$ cat config.mk
export PLATFORM = sky130hd
export DESIGN_NAME = vga_timing_gen
export DESIGN_NICKNAME = d
export VERILOG_FILES = /design/src/rtl/vga_timing_pkg.sv /design/src/rtl/timing_axis.sv /design/src/rtl/vga_timing_gen.sv
export SDC_FILE = /design/constraint.sdc
export NUM_CORES = 1
export LEC_CHECK = 0
export BUFFER_PORTS_ARGS = -buffer_cell sky130_fd_sc_hd__buf_2
export CORE_MARGIN = 3
export CORE_UTILIZATION = 60
export DETAILED_ROUTE_END_ITERATION = 8
export GPL_TIMING_DRIVEN = 0
export PLACE_DENSITY = 0.84
export RECOVER_POWER = 25
export SLEW_MARGIN = 10
export SYNTH_ARGS = -nofsm -noshare
export SYNTH_HDL_FRONTEND = slang
export SYNTH_SLANG_ARGS = --single-unit
$ cat constraint.sdc
create_clock -name clk -period 3.52 [get_ports clk]
set_input_delay 0.704 -clock clk [delete_from_list [all_inputs] [get_ports clk]]
set_output_delay 0.704 -clock clk [all_outputs]
set_load 0.05 [all_outputs]
$ cat src/rtl/vga_timing_pkg.sv
// Shared raster timing constants and helpers for the VGA timing generator.
// Defaults describe 640x480@60 Hz on a 25.175 MHz pixel clock.
package vga_timing_pkg;

    localparam int COORD_W   = 10;
    localparam int MAX_TOTAL = 1024;

    localparam int H_ACTIVE_DEF = 640;
    localparam int H_FP_DEF     = 16;
    localparam int H_SYNC_DEF   = 96;
    localparam int H_BP_DEF     = 48;
    localparam int V_ACTIVE_DEF = 480;
    localparam int V_FP_DEF     = 10;
    localparam int V_SYNC_DEF   = 2;
    localparam int V_BP_DEF     = 33;

    function automatic int axis_total(input int active, input int fp, input int sync, input int bp);
        return active + fp + sync + bp;
    endfunction

    function automatic int h_total(input int active, input int fp, input int sync, input int bp);
        return axis_total(active, fp, sync, bp);
    endfunction

    function automatic int v_total(input int active, input int fp, input int sync, input int bp);
        return axis_total(active, fp, sync, bp);
    endfunction

endpackage

$ cat src/rtl/timing_axis.sv
// One raster axis (horizontal or vertical): wrapping counter plus registered
// sync/active/wrap qualifiers computed from the next count so they match count.
module timing_axis
    import vga_timing_pkg::*;
#(
    parameter int ACTIVE   = 640,
    parameter int FP       = 16,
    parameter int SYNC     = 96,
    parameter int BP       = 48,
    parameter bit SYNC_POL = 1'b0
) (
    input  logic               clk,
    input  logic               reset,
    input  logic               step,
    output logic [COORD_W-1:0] count,
    output logic               sync,
    output logic               active,
    output logic               wrap
);

    localparam int TOTAL = axis_total(ACTIVE, FP, SYNC, BP);
    localparam logic [COORD_W:0] LAST_W       = (COORD_W+1)'(TOTAL - 1);
    localparam logic [COORD_W:0] ACTIVE_W     = (COORD_W+1)'(ACTIVE);
    localparam logic [COORD_W:0] SYNC_START_W = (COORD_W+1)'(ACTIVE + FP);
    localparam logic [COORD_W:0] SYNC_END_W   = (COORD_W+1)'(ACTIVE + FP + SYNC);

    if (TOTAL > MAX_TOTAL) begin : g_total_too_large
        $error("timing_axis: total period exceeds the 10-bit coordinate range");
    end

    logic [COORD_W-1:0] count_r;
    logic [COORD_W-1:0] count_next_s;
    logic [COORD_W:0]   count_next_ext_s;
    logic               sync_r;
    logic               active_r;
    logic               wrap_r;

    // Next counter value: hold, increment, or wrap at the last position.
    always_comb begin
        count_next_s = count_r;
        if (step == 1'b1) begin
            if (wrap_r == 1'b1) begin
                count_next_s = '0;
            end else begin
                count_next_s = count_r + {{(COORD_W-1){1'b0}}, 1'b1};
            end
        end else begin
            count_next_s = count_r;
        end
        count_next_ext_s = {1'b0, count_next_s};
    end

    // Counter and qualifier registers, all derived from the next count.
    always_ff @(posedge clk) begin
        if (reset == 1'b1) begin
            count_r  <= '0;
            sync_r   <= ~SYNC_POL;
            active_r <= 1'b1;
            wrap_r   <= 1'b0;
        end else begin
            count_r  <= count_next_s;
            sync_r   <= ((count_next_ext_s >= SYNC_START_W) && (count_next_ext_s < SYNC_END_W))
                        ? SYNC_POL : ~SYNC_POL;
            active_r <= (count_next_ext_s < ACTIVE_W);
            wrap_r   <= (count_next_ext_s == LAST_W);
        end
    end

    assign count  = count_r;
    assign sync   = sync_r;
    assign active = active_r;
    assign wrap   = wrap_r;

endmodule

$ cat src/rtl/vga_timing_gen.sv
// VGA raster timing generator: raw x/y counters with zero-latency sync,
// display and frame-start qualifiers, plus a free-running frame counter.
module vga_timing_gen
    import vga_timing_pkg::*;
#(
    parameter int H_ACTIVE = H_ACTIVE_DEF,
    parameter int H_FP     = H_FP_DEF,
    parameter int H_SYNC   = H_SYNC_DEF,
    parameter int H_BP     = H_BP_DEF,
    parameter int V_ACTIVE = V_ACTIVE_DEF,
    parameter int V_FP     = V_FP_DEF,
    parameter int V_SYNC   = V_SYNC_DEF,
    parameter int V_BP     = V_BP_DEF,
    parameter bit SYNC_POL = 1'b0
) (
    input  logic               clk,
    input  logic               reset,
    input  logic               pix_en,
    output logic [COORD_W-1:0] x,
    output logic [COORD_W-1:0] y,
    output logic               hsync,
    output logic               vsync,
    output logic               display_on,
    output logic               frame_start,
    output logic [7:0]         frame_count
);

    localparam int H_TOTAL = h_total(H_ACTIVE, H_FP, H_SYNC, H_BP);
    localparam int V_TOTAL = v_total(V_ACTIVE, V_FP, V_SYNC, V_BP);
    localparam logic [COORD_W:0] H_ACT_W = (COORD_W+1)'(H_ACTIVE);
    localparam logic [COORD_W:0] V_ACT_W = (COORD_W+1)'(V_ACTIVE);

    if ((H_TOTAL > MAX_TOTAL) || (V_TOTAL > MAX_TOTAL)) begin : g_total_too_large
        $error("vga_timing_gen: H_TOTAL/V_TOTAL exceed 1024");
    end

    logic       h_active_s;
    logic       h_wrap_s;
    logic       v_active_s;
    logic       v_wrap_s;
    logic       v_step_s;
    logic       h_act_next_s;
    logic       v_act_next_s;
    logic       display_on_r;
    logic       frame_start_r;
    logic [7:0] frame_count_r;

    assign v_step_s = pix_en & h_wrap_s;

    timing_axis #(
        .ACTIVE(H_ACTIVE), .FP(H_FP), .SYNC(H_SYNC), .BP(H_BP), .SYNC_POL(SYNC_POL)
    ) u_h_axis (
        .clk(clk), .reset(reset), .step(pix_en),
        .count(x), .sync(hsync), .active(h_active_s), .wrap(h_wrap_s)
    );

    timing_axis #(
        .ACTIVE(V_ACTIVE), .FP(V_FP), .SYNC(V_SYNC), .BP(V_BP), .SYNC_POL(SYNC_POL)
    ) u_v_axis (
        .clk(clk), .reset(reset), .step(v_step_s),
        .count(y), .sync(vsync), .active(v_active_s), .wrap(v_wrap_s)
    );

    // Active-region flags of the coming cycle, so display_on lines up with x/y.
    always_comb begin
        h_act_next_s = h_active_s;
        v_act_next_s = v_active_s;
        if (pix_en == 1'b1) begin
            h_act_next_s = h_wrap_s | (({1'b0, x} + 11'd1) < H_ACT_W);
        end else begin
            h_act_next_s = h_active_s;
        end
        if (v_step_s == 1'b1) begin
            v_act_next_s = v_wrap_s | (({1'b0, y} + 11'd1) < V_ACT_W);
        end else begin
            v_act_next_s = v_active_s;
        end
    end

    // Frame-level registers: display window, origin pulse and frame counter.
    always_ff @(posedge clk) begin
        if (reset == 1'b1) begin
            display_on_r  <= 1'b1;
            frame_start_r <= 1'b1;
            frame_count_r <= 8'd0;
        end else begin
            display_on_r <= h_act_next_s & v_act_next_s;
            if (pix_en == 1'b1) begin
                frame_start_r <= h_wrap_s & v_wrap_s;
            end else begin
                frame_start_r <= frame_start_r;
            end
            if ((v_step_s & v_wrap_s) == 1'b1) begin
                frame_count_r <= frame_count_r + 8'd1;
            end else begin
                frame_count_r <= frame_count_r;
            end
        end
    end

    assign display_on  = display_on_r;
    assign frame_start = frame_start_r;
    assign frame_count = frame_count_r;

endmodule

==> results of run 1 <==
==> worst register-to-register path, delay by kind of cell (launching register included) <==
| kind | cells | cell delay, ps |
|---|---|---|
| AO/OA/AOI/OAI | 3 | 700 |
| AND/OR/NAND/NOR | 2 | 640 |
| adder cells (fa/ha/maj) | 1 | 210 |
| buffers and inverters | 1 | 170 |
| flip-flops | 1 | 530 |
==> metal layers <==
| metal | vias to the layer above | track usage, % |
|---|---|---|
| li1 | 1057 | - |
| met1 | 1035 | 38.9 |
| met2 | 101 | 41.0 |
| met3 | 6 | 5.89 |
| met4 | 0 | 8.18 |
| met5 | - | 0 |
==> area by class of cell <==
cell class	instances	share of cell area, %
multi-input cells	205	54.0
flip-flops and latches	36	30.6
repair buffers	34	6.80
plain buffers	15	3.03
clock buffers	7	2.34
well taps	44	2.34
inverters	4	0.637
clock inverters	1	0.319
==> power by group through the flow <==
stage	clock network [W]	logic (W)	registers, W
floorplan	0	0.0000412	0.000469
global placement	0	0.0000953	0.000439
detailed placement	0	0.0000957	0.000440
CTS	0.000243	0.0000958	0.000430
global route	0.000261	0.000101	0.000432
finish	0.000243	0.0000953	0.000431
==> flip-flops by register name, summed over array words and instances, names as in the netlist <==
signal,count
frame_count,8
u_v_axis.count,10
u_v_axis.wrap,1
u_v_axis.active,1
u_h_axis.active,1
u_h_axis.count,10
u_h_axis.sync,1
u_h_axis.wrap,1
frame_start,1
display_on,1
u_v_axis.sync,1
==> path summary, 6_finish.rpt <==
path	from	end	slack (ps)	cells after the start
worst max-delay path	u_v_axis.count[0]$_SDFF_PP0_	display_on$_SDFF_PP1_	1170	7
worst min-delay path	frame_start$_SDFFE_PP1P_	frame_start$_SDFFE_PP1P_	480	2
worst max register to register	u_v_axis.count[0]$_SDFF_PP0_	display_on$_SDFF_PP1_	1170	7
worst min register to register	frame_start$_SDFFE_PP1P_	frame_start$_SDFFE_PP1P_	480	2
==> placed cells by master, fill, tap and decap left out, types with 4 or more instances in the layout <==
| master | instances |
|---|---|
| and3_1 | 7 |
| nand2_1 | 18 |
| o211ai_1 | 4 |
| clkbuf_1 | 19 |
| nand3_1 | 18 |
| xor2_1 | 7 |
| nor3_1 | 9 |
| dfxtp_1 | 36 |
| a31oi_1 | 4 |
| and2_1 | 4 |
| a21oi_1 | 14 |
| nand4_1 | 7 |
| nor2_1 | 36 |
| nand2b_1 | 5 |
| buf_2 | 26 |
| clkbuf_4 | 5 |
| nor2b_1 | 7 |
| nor4_1 | 5 |
==> kinds of logic after synthesis <==
logic type	after synthesis	share of synthesized area [%]
simple gates	133	33.6
compound gates	56	19.8
mux	5	2.53
fa+ha+maj	3	1.80
flops	36	34.6
buf+inv	19	4.27
xor+xnor	8	3.37
==> metrics by stage <==
step	util, %	area [sq um]	hold slack, ps	cells
floorplan	-	2080	635	260
global placement	72.6	2310	446	338
detailed placement	72.6	2310	457	338
CTS	74.5	2370	487	346
global route	74.1	2360	530	346
finish	74.1	2360	480	346
==> flow_metrics.env, run 1 <==
export IMPL_cts_tree="done"
export IMPL_synth_commonest_cells="dfxtp_1 (36), nor2_1 (36), nand2_1 (18), nand3_1 (18), a21oi_1 (14)"
export IMPL_ys_types=60
export IMPL_p_int_w=0.000541
export IMPL_port_buffers=34
export IMPL_powerDensity_nw_per_um2=326
export IMPL_grt_first_pass_wirelength_microns=8910
export IMPL_fin_skew_ps=19.4
export IMPL_clk_latency_ps=350
export IMPL_drtIter0Drc=233
export IMPL_hold_buffers=0
export IMPL_min_period_over_period_pct=66.7
export IMPL_die_w_microns=64.9
export IMPL_clock_root_buffer="clkbuf_4"
export IMPL_synth_area_leaders="dfxtp_1 (35%), nor2_1 (6.5%), nand3_1 (4.3%)"
export IMPL_crit_path_start_kind="register"
export IMPL_setup_violations=0
export IMPL_pre_cts_slack_ps=1050
export IMPL_dr_wl_met3_microns=492
export IMPL_max_freq_mhz=426
export IMPL_place_congestion=0.915
export IMPL_clockPowerShare_pct=31.6
export IMPL_relSlewSlack_pct=59.6
export IMPL_ant_nets=0
export IMPL_yosysTopAreaCellShare_pct=34.6
export IMPL_ys_flop_type="dfxtp_1"
export IMPL_worst_ep_arrival_time_ps=2600
export IMPL_wl_per_cell_microns=15.7
export IMPL_drv_cap=0
export IMPL_yosys_area_top_type="dfxtp_1"
export IMPL_fin_setup_tns_ps=0
export IMPL_slowest_delay_ps=530
export IMPL_syn_area_sq_um=2080
export IMPL_worst_ir_drop_vdd_mv=0.212
export IMPL_switching_share_pct=29.6
export IMPL_dr_pass1_iters=5
export IMPL_syn_avg_cell_area_sq_um=8.00
export IMPL_fillCellCount=272
export IMPL_status="complete, no violations"
export IMPL_path_delay_family="compound AO/OA/AOI/OAI gates"
export IMPL_multi_input_area_sq_um=1270
export IMPL_synthCells=260
export IMPL_fin_nets=307
export IMPL_wl_met2_microns=2420
export IMPL_antenna_cells=0
export IMPL_top_layer="met4"
export IMPL_htreeDepth=2
export IMPL_syn2layout_area_growth_pct=13.2
export IMPL_grt_pass1_vias=1827
export IMPL_cp_required_ps=3770
export IMPL_chipHeight_microns=64.9
export IMPL_clock_sinks=36
export IMPL_dr_total_vias=2199
export IMPL_drive_gt1_share_pct=14.2
export IMPL_p_seq_share_pct=56.0
export IMPL_seqCellArea_sq_um=721
export IMPL_p_sw_w=0.000227
export IMPL_cp_num_buf_inv=1
export IMPL_grt_max_degree=12
export IMPL_p_comb_share_pct=12.4
export IMPL_p_total_w=0.000769
export IMPL_synthArstFlopShare_pct=0
export IMPL_rows=20
export IMPL_worst_pin_slew_ps=607
export IMPL_wl_microns=5420
export IMPL_ys_warn_count=0
export IMPL_grt_overflow_total=0
export IMPL_drt_met1_wl_microns=2450
export IMPL_rsz0062_at_grt="no"
export IMPL_critical_path_slowest_cell="dfxtp_1"
export IMPL_die_area_sq_um=4210
export IMPL_slew_viol_final=0
export IMPL_hold_class="register to register"
export IMPL_cts_resized=0
export IMPL_end_kind="register"
export IMPL_synth_seq_cells=36
export IMPL_synth_nets=266
export IMPL_vias_per_cell=6.36
export IMPL_cts_buffer_depth=2
export IMPL_antenna_found_initial=0
export IMPL_core_area_sq_um=3180
export IMPL_worst_setup_path_type="register to register"
export IMPL_ys_seq_area_share_pct=34.6
export IMPL_path_clk_slew_ps=120
export IMPL_start_util_pct=65.5
export IMPL_dpl_hpwl_microns=3970
export IMPL_grt_use_total_pct=27.3
export IMPL_postCtsSetupBuffers=0
export IMPL_fin_crit_ps=2350
export IMPL_ios=35
export IMPL_worstPathCellList="ha_1, buf_4, nand4_4, or4b_1, a311o_1, o311a_1, a211o_1"
export IMPL_drcViolationCount=0
export IMPL_p_leak_nw=0.918
export IMPL_synth_edff_count=0
export IMPL_finalWorstSetupSlack_ps=1170
export IMPL_numCtsBuffers=5
export IMPL_crit_fanout=10
export IMPL_hold_viol=0
Power figures use the tool's default switching activity.
==> inputs of run 2 (changes only) <==
--- a/config.mk
+++ b/config.mk
@@ -7,10 +7,10 @@
 export LEC_CHECK = 0
 export BUFFER_PORTS_ARGS = -buffer_cell sky130_fd_sc_hd__buf_2
 export CORE_MARGIN = 3
-export CORE_UTILIZATION = 60
+export CORE_UTILIZATION = 50
 export DETAILED_ROUTE_END_ITERATION = 8
 export GPL_TIMING_DRIVEN = 0
-export PLACE_DENSITY = 0.84
+export PLACE_DENSITY = 0.75
 export RECOVER_POWER = 25
 export SLEW_MARGIN = 10
 export SYNTH_ARGS = -nofsm -noshare
==> constraint.sdc (replaced) <==
create_clock -name clk -period 2.1 [get_ports clk]
set_input_delay 0.42 -clock clk [delete_from_list [all_inputs] [get_ports clk]]
set_output_delay 0.42 -clock clk [all_outputs]
set_load 0.05 [all_outputs]
==> flow_metrics.env, run 2 (same netlist as run 1, synthesis figures left out) <==
export IMPL_status="complete, no violations"
export IMPL_fillCellCount=374
export IMPL_die_w_microns=70.5
export IMPL_worst_ir_drop_vdd_mv=0.328
export IMPL_path_clk_slew_ps=80
export IMPL_worst_pin_slew_ps=621
export IMPL_crit_fanout=8
export IMPL_slew_viol_final=0
export IMPL_dpl_hpwl_microns=4020
export IMPL_start_util_pct=54.4
export IMPL_vias_per_cell=6.22
export IMPL_path_depth=7
export IMPL_crit_end="display_on$_SDFF_PP1_"
export IMPL_relSlewSlack_pct=58.6
export IMPL_fin_skew_ps=4.19
export IMPL_final_common_cell="nor2_1"
export IMPL_dr_total_vias=2202
export IMPL_dr_pass1_iters=5
export IMPL_cp_required_ps=2290
export IMPL_switching_share_pct=29.2
export IMPL_placedCellCount=342
export IMPL_fin_crit_ps=2070
export IMPL_grt_pass1_vias=1878
export IMPL_clock_sinks=36
export IMPL_clock_root_buffer="clkbuf_8"
export IMPL_path_delay_family="compound AO/OA/AOI/OAI gates"
export IMPL_reg2regPathDepth=7
export IMPL_p_sw_w=0.000402
export IMPL_numCtsBuffers=5
export IMPL_min_period_over_period_pct=98.6
export IMPL_hold_viol=0
export IMPL_place_congestion=0.940
export IMPL_clockPowerShare_pct=36.0
export IMPL_fin_nets=311
export IMPL_drive_gt1_share_pct=18.0
export IMPL_port_buffers=34
export IMPL_setup_violations=0
export IMPL_reg2reg_slack_ps=30
export IMPL_antenna_found_initial=0
export IMPL_drv_cap=0
export IMPL_final_cell_mix="nor2_1 (36), dfxtp_1 (28), buf_2 (22)"
export IMPL_wl_microns=5660
export IMPL_slowest_delay_ps=520
export IMPL_hold_buffers=0
export IMPL_rr_startpoint="u_v_axis.count[1]$_SDFF_PP0_"
export IMPL_cp_startpoint="u_v_axis.count[1]$_SDFF_PP0_"
export IMPL_cp_num_buf_inv=1
export IMPL_p_comb_share_pct=11.7
export IMPL_drtIter0Drc=282
export IMPL_powerDensity_nw_per_um2=561
export IMPL_finalWorstSetupSlack_ps=30.1
export IMPL_worst_setup_path_type="register to register"
export IMPL_htreeDepth=2
export IMPL_drcViolationCount=0
export IMPL_grt_max_degree=13
export IMPL_cts_tree="done"
export IMPL_syn2layout_area_growth_pct=17.7
export IMPL_p_int_w=0.000972
export IMPL_grt_overflow_total=0
export IMPL_grt_use_total_pct=22.2
export IMPL_stdcell_count=354
export IMPL_max_freq_mhz=483
export IMPL_ios=35
export IMPL_r2r_end="display_on$_SDFF_PP1_"
export IMPL_ant_nets=0
export IMPL_wl_per_cell_microns=16.0
export IMPL_rows=22
export IMPL_worstPathCellList="ha_4, buf_6, nand4_4, or4b_1, a311o_1, o311a_1, a211o_1"
export IMPL_grt_first_pass_wirelength_microns=9040
export IMPL_p_leak_nw=0.941
export IMPL_cts_buffer_depth=2
export IMPL_core_area_sq_um=3830
export IMPL_hold_class="input pin to register"
export IMPL_die_area_sq_um=4970
export IMPL_chipHeight_microns=70.5
export IMPL_crit_path_start_kind="register"
export IMPL_pre_cts_slack_ps=-95.8
export IMPL_critical_path_slowest_cell="or4b_1"
export IMPL_end_kind="register"
export IMPL_antenna_cells=0
export IMPL_whs_ps=382
export IMPL_worst_ep_arrival_time_ps=2260
export IMPL_clk_latency_ps=290
export IMPL_p_seq_share_pct=52.4
## run 2: changes by cell type in the layout (fill, tap and decap cells not counted), moves of 2 or more
cell / previous run / this run
clkinv_2: 0 / 2
buf_4: 2 / 5
buf_2: 26 / 22
clkbuf_4: 5 / 0
clkbuf_8: 1 / 5
dfxtp_2: 0 / 6
dfxtp_4: 0 / 2
dfxtp_1: 36 / 28
## run 2: how the worst min path moves through the flow
stage	start	to	slack, ps	cells after the start
final	reset	u_h_axis.count[9]$_SDFF_PP0_	380	2
after global routing	reset	u_h_axis.count[9]$_SDFF_PP0_	390	2
after CTS	reset	u_h_axis.count[9]$_SDFF_PP0_	380	2
after detailed placement	frame_start$_SDFFE_PP1P_	frame_start$_SDFFE_PP1P_	460	2
after global placement	frame_start$_SDFFE_PP1P_	frame_start$_SDFFE_PP1P_	450	2
after floorplan	reset	u_v_axis.count[9]$_SDFF_PP0_	510	1
## run 2: power groups by stage
| stage | sequential (W) | clock (W) | combinational [W] |
|---|---|---|---|
| 3_5_place_dp | 0.000735 | 0 | 0.000162 |
| 5_1_grt | 0.000722 | 0.000528 | 0.000171 |
| 4_1_cts | 0.000719 | 0.000503 | 0.000162 |
| 2_1_floorplan | 0.000784 | 0 | 0.0000690 |
| 6_report | 0.000719 | 0.000494 | 0.000160 |
| 3_3_place_gp | 0.000734 | 0 | 0.000160 |
## run 2: timing repair
action	CTS	global route
setup buffers	2	2
endpoints found under the setup margin	1	3
pin swaps	0	1
resized for setup	0	3
## run 2: stage by stage
stage               util, %  setup TNS (ps)  cell area [sq um]  power [W]
floorplan                 -           -22.2               2110   0.000853
global placement       61.2            -103               2340   0.000895
detailed placement     61.2            -149               2340   0.000897
CTS                    63.9               0               2440    0.00138
global route           64.0           -23.1               2450    0.00142
finish                 64.0               0               2450    0.00137
## run 2: cell type report
type / instances / area [sq um] / area share (%)
plain buffers: 15 / 77.6 / 3.17
clock buffers: 5 / 68.8 / 2.81
inverters: 4 / 15.0 / 0.613
flip-flops and latches: 36 / 736 / 30.0
clock inverters: 3 / 18.8 / 0.766
well taps: 48 / 60.1 / 2.45
repair buffers: 38 / 184 / 7.51
multi-input cells: 205 / 1290 / 52.7
## run 2: layer usage
layer / vias to the layer above / wire length (microns) / global-route usage, %
met3: 15 / 319 / 3.60
met4: 0 / 109 / 7.87
met2: 83 / 2680 / 35.6
met5: - / 0 / 0
met1: 1046 / 2560 / 30.1
li1: 1058 / - / -
==> inputs of run 3 (changes only) <==
--- a/config.mk
+++ b/config.mk
@@ -11,8 +11,9 @@
 export DETAILED_ROUTE_END_ITERATION = 8
 export GPL_TIMING_DRIVEN = 0
 export PLACE_DENSITY = 0.75
-export RECOVER_POWER = 25
+export RECOVER_POWER = 50
 export SLEW_MARGIN = 10
 export SYNTH_ARGS = -nofsm -noshare
 export SYNTH_HDL_FRONTEND = slang
 export SYNTH_SLANG_ARGS = --single-unit
+export TNS_END_PERCENT = 20
==> flow_metrics.env, run 3 (same netlist as run 1, synthesis figures left out) <==
export IMPL_clock_sinks=36
export IMPL_worstPathCellList="ha_4, buf_6, nand4_4, or4b_1, a311o_1, o311a_1, a211o_1"
export IMPL_p_sw_w=0.000405
export IMPL_p_int_w=0.000971
export IMPL_max_freq_mhz=488
export IMPL_drtIter0Drc=310
export IMPL_rows=22
export IMPL_die_w_microns=70.5
export IMPL_ios=35
export IMPL_dr_total_vias=2164
export IMPL_drcViolationCount=0
export IMPL_syn2layout_area_growth_pct=16.5
export IMPL_worst_setup_path_type="register to register"
export IMPL_worst_pin_slew_ps=638
export IMPL_clockPowerShare_pct=36.0
export IMPL_antenna_found_initial=0
export IMPL_chipHeight_microns=70.5
export IMPL_core_area_sq_um=3830
export IMPL_worst_ep_arrival_time_ps=2240
export IMPL_grt_use_total_pct=22.2
export IMPL_hold_viol=0
export IMPL_slew_viol_final=0
export IMPL_drive_gt1_share_pct=13.8
export IMPL_p_leak_nw=0.883
export IMPL_final_common_cell="nor2_1"
export IMPL_dpl_hpwl_microns=4020
export IMPL_worst_ir_drop_vdd_mv=0.326
export IMPL_cts_buffer_depth=2
export IMPL_grt_pass1_vias=1878
export IMPL_place_congestion=0.940
export IMPL_cp_required_ps=2290
export IMPL_wl_per_cell_microns=15.9
export IMPL_slowest_delay_ps=520
export IMPL_status="complete, no violations"
export IMPL_path_delay_family="compound AO/OA/AOI/OAI gates"
export IMPL_whs_ps=465
export IMPL_grt_overflow_total=0
export IMPL_p_comb_share_pct=11.7
export IMPL_antenna_cells=0
export IMPL_r2r_end="display_on$_SDFF_PP1_"
export IMPL_path_clk_slew_ps=80
export IMPL_clk_latency_ps=300
export IMPL_die_area_sq_um=4970
export IMPL_dr_pass1_iters=5
export IMPL_fin_crit_ps=2050
export IMPL_ant_nets=0
export IMPL_clock_root_buffer="clkbuf_8"
export IMPL_relSlewSlack_pct=57.5
export IMPL_grt_max_degree=13
export IMPL_fin_setup_tns_ps=0
export IMPL_crit_end="display_on$_SDFF_PP1_"
export IMPL_reg2reg_slack_ps=50
export IMPL_port_buffers=34
export IMPL_vias_per_cell=6.15
export IMPL_cp_startpoint="u_v_axis.count[1]$_SDFF_PP0_"
export IMPL_p_seq_share_pct=52.3
export IMPL_hold_class="input pin to register"
export IMPL_path_depth=7
export IMPL_drv_cap=0
export IMPL_rr_startpoint="u_v_axis.count[1]$_SDFF_PP0_"
export IMPL_htreeDepth=2
export IMPL_powerDensity_nw_per_um2=567
export IMPL_setup_violations=0
export IMPL_reg2regPathDepth=7
export IMPL_min_period_over_period_pct=97.7
export IMPL_final_cell_mix="nor2_1 (36), clkbuf_1 (33), dfxtp_1 (28)"
export IMPL_crit_fanout=8
export IMPL_cts_tree="done"
export IMPL_start_util_pct=54.4
export IMPL_fin_skew_ps=4.71
export IMPL_fin_nets=309
export IMPL_critical_path_slowest_cell="or4b_1"
export IMPL_grt_first_pass_wirelength_microns=9040
export IMPL_end_kind="register"
export IMPL_numCtsBuffers=5
export IMPL_switching_share_pct=29.5
export IMPL_cp_num_buf_inv=1
export IMPL_crit_path_start_kind="register"
export IMPL_wl_microns=5600
## run 3: cell types whose count changed in the layout (fill, tap and decap cells not counted), sizes merged
cell,change
buf,-15
clkbuf,+13
## run 3: power groups by stage
stage | combinational, W | clock [W] | sequential, W
4_1_cts | 0.000162 | 0.000503 | 0.000719
3_5_place_dp | 0.000162 | 0 | 0.000735
5_1_grt | 0.000172 | 0.000528 | 0.000722
6_report | 0.000161 | 0.000495 | 0.000719
3_3_place_gp | 0.000160 | 0 | 0.000734
2_1_floorplan | 0.0000690 | 0 | 0.000784
## run 3: stage by stage
| stage | util [%] | area [sq um] | power (W) | worst slack [ps] | std cells |
|---|---|---|---|---|---|
| floorplan | - | 2110 | 0.000853 | -22.2 | 260 |
| finish | 63.4 | 2420 | 0.00138 | 48.8 | 352 |
| CTS | 63.9 | 2440 | 0.00138 | 0.725 | 352 |
| global placement | 61.2 | 2340 | 0.000895 | -59.9 | 342 |
| detailed placement | 61.2 | 2340 | 0.000897 | -95.8 | 342 |
| global route | 63.4 | 2420 | 0.00142 | -23.1 | 352 |
## run 3: cell type report
class | instances | area [sq um]
inverter | 4 | 15.0
buffer | 15 | 77.6
timing repair buffer | 36 | 154
tap | 48 | 60.1
sequential | 36 | 736
clock inverter | 3 | 18.8
clock buffer | 5 | 68.8
multi-input combinational | 205 | 1290
fill | 384 | 1400
## run 3: routing by layer
| metal | track usage [%] | part of all wire [%] |
|---|---|---|
| met4 | 7.87 | 2.3 |
| met1 | 30.1 | 44 |
| met2 | 35.6 | 48 |
| met3 | 3.60 | 5.5 |
| met5 | 0 | 0 |
## run 3: worst min path at each step
stage | slack [ps] | startpoint | end | depth (start not counted)
floorplan | 510 | reset | u_v_axis.count[9]$_SDFF_PP0_ | 1
global placement | 450 | frame_start$_SDFFE_PP1P_ | frame_start$_SDFFE_PP1P_ | 2
detailed placement | 460 | frame_start$_SDFFE_PP1P_ | frame_start$_SDFFE_PP1P_ | 2
CTS | 380 | reset | u_h_axis.count[9]$_SDFF_PP0_ | 2
global route | 520 | reset | u_h_axis.count[9]$_SDFF_PP0_ | 2
finish | 460 | reset | u_h_axis.count[9]$_SDFF_PP0_ | 2
## run 3: repair_timing
item,in CTS,in global routing
hold buffers,0,0
setup buffers,2,0
resized for setup,0,4
gates cloned,0,0
pin swaps,0,2
endpoints found under the setup margin,1,3
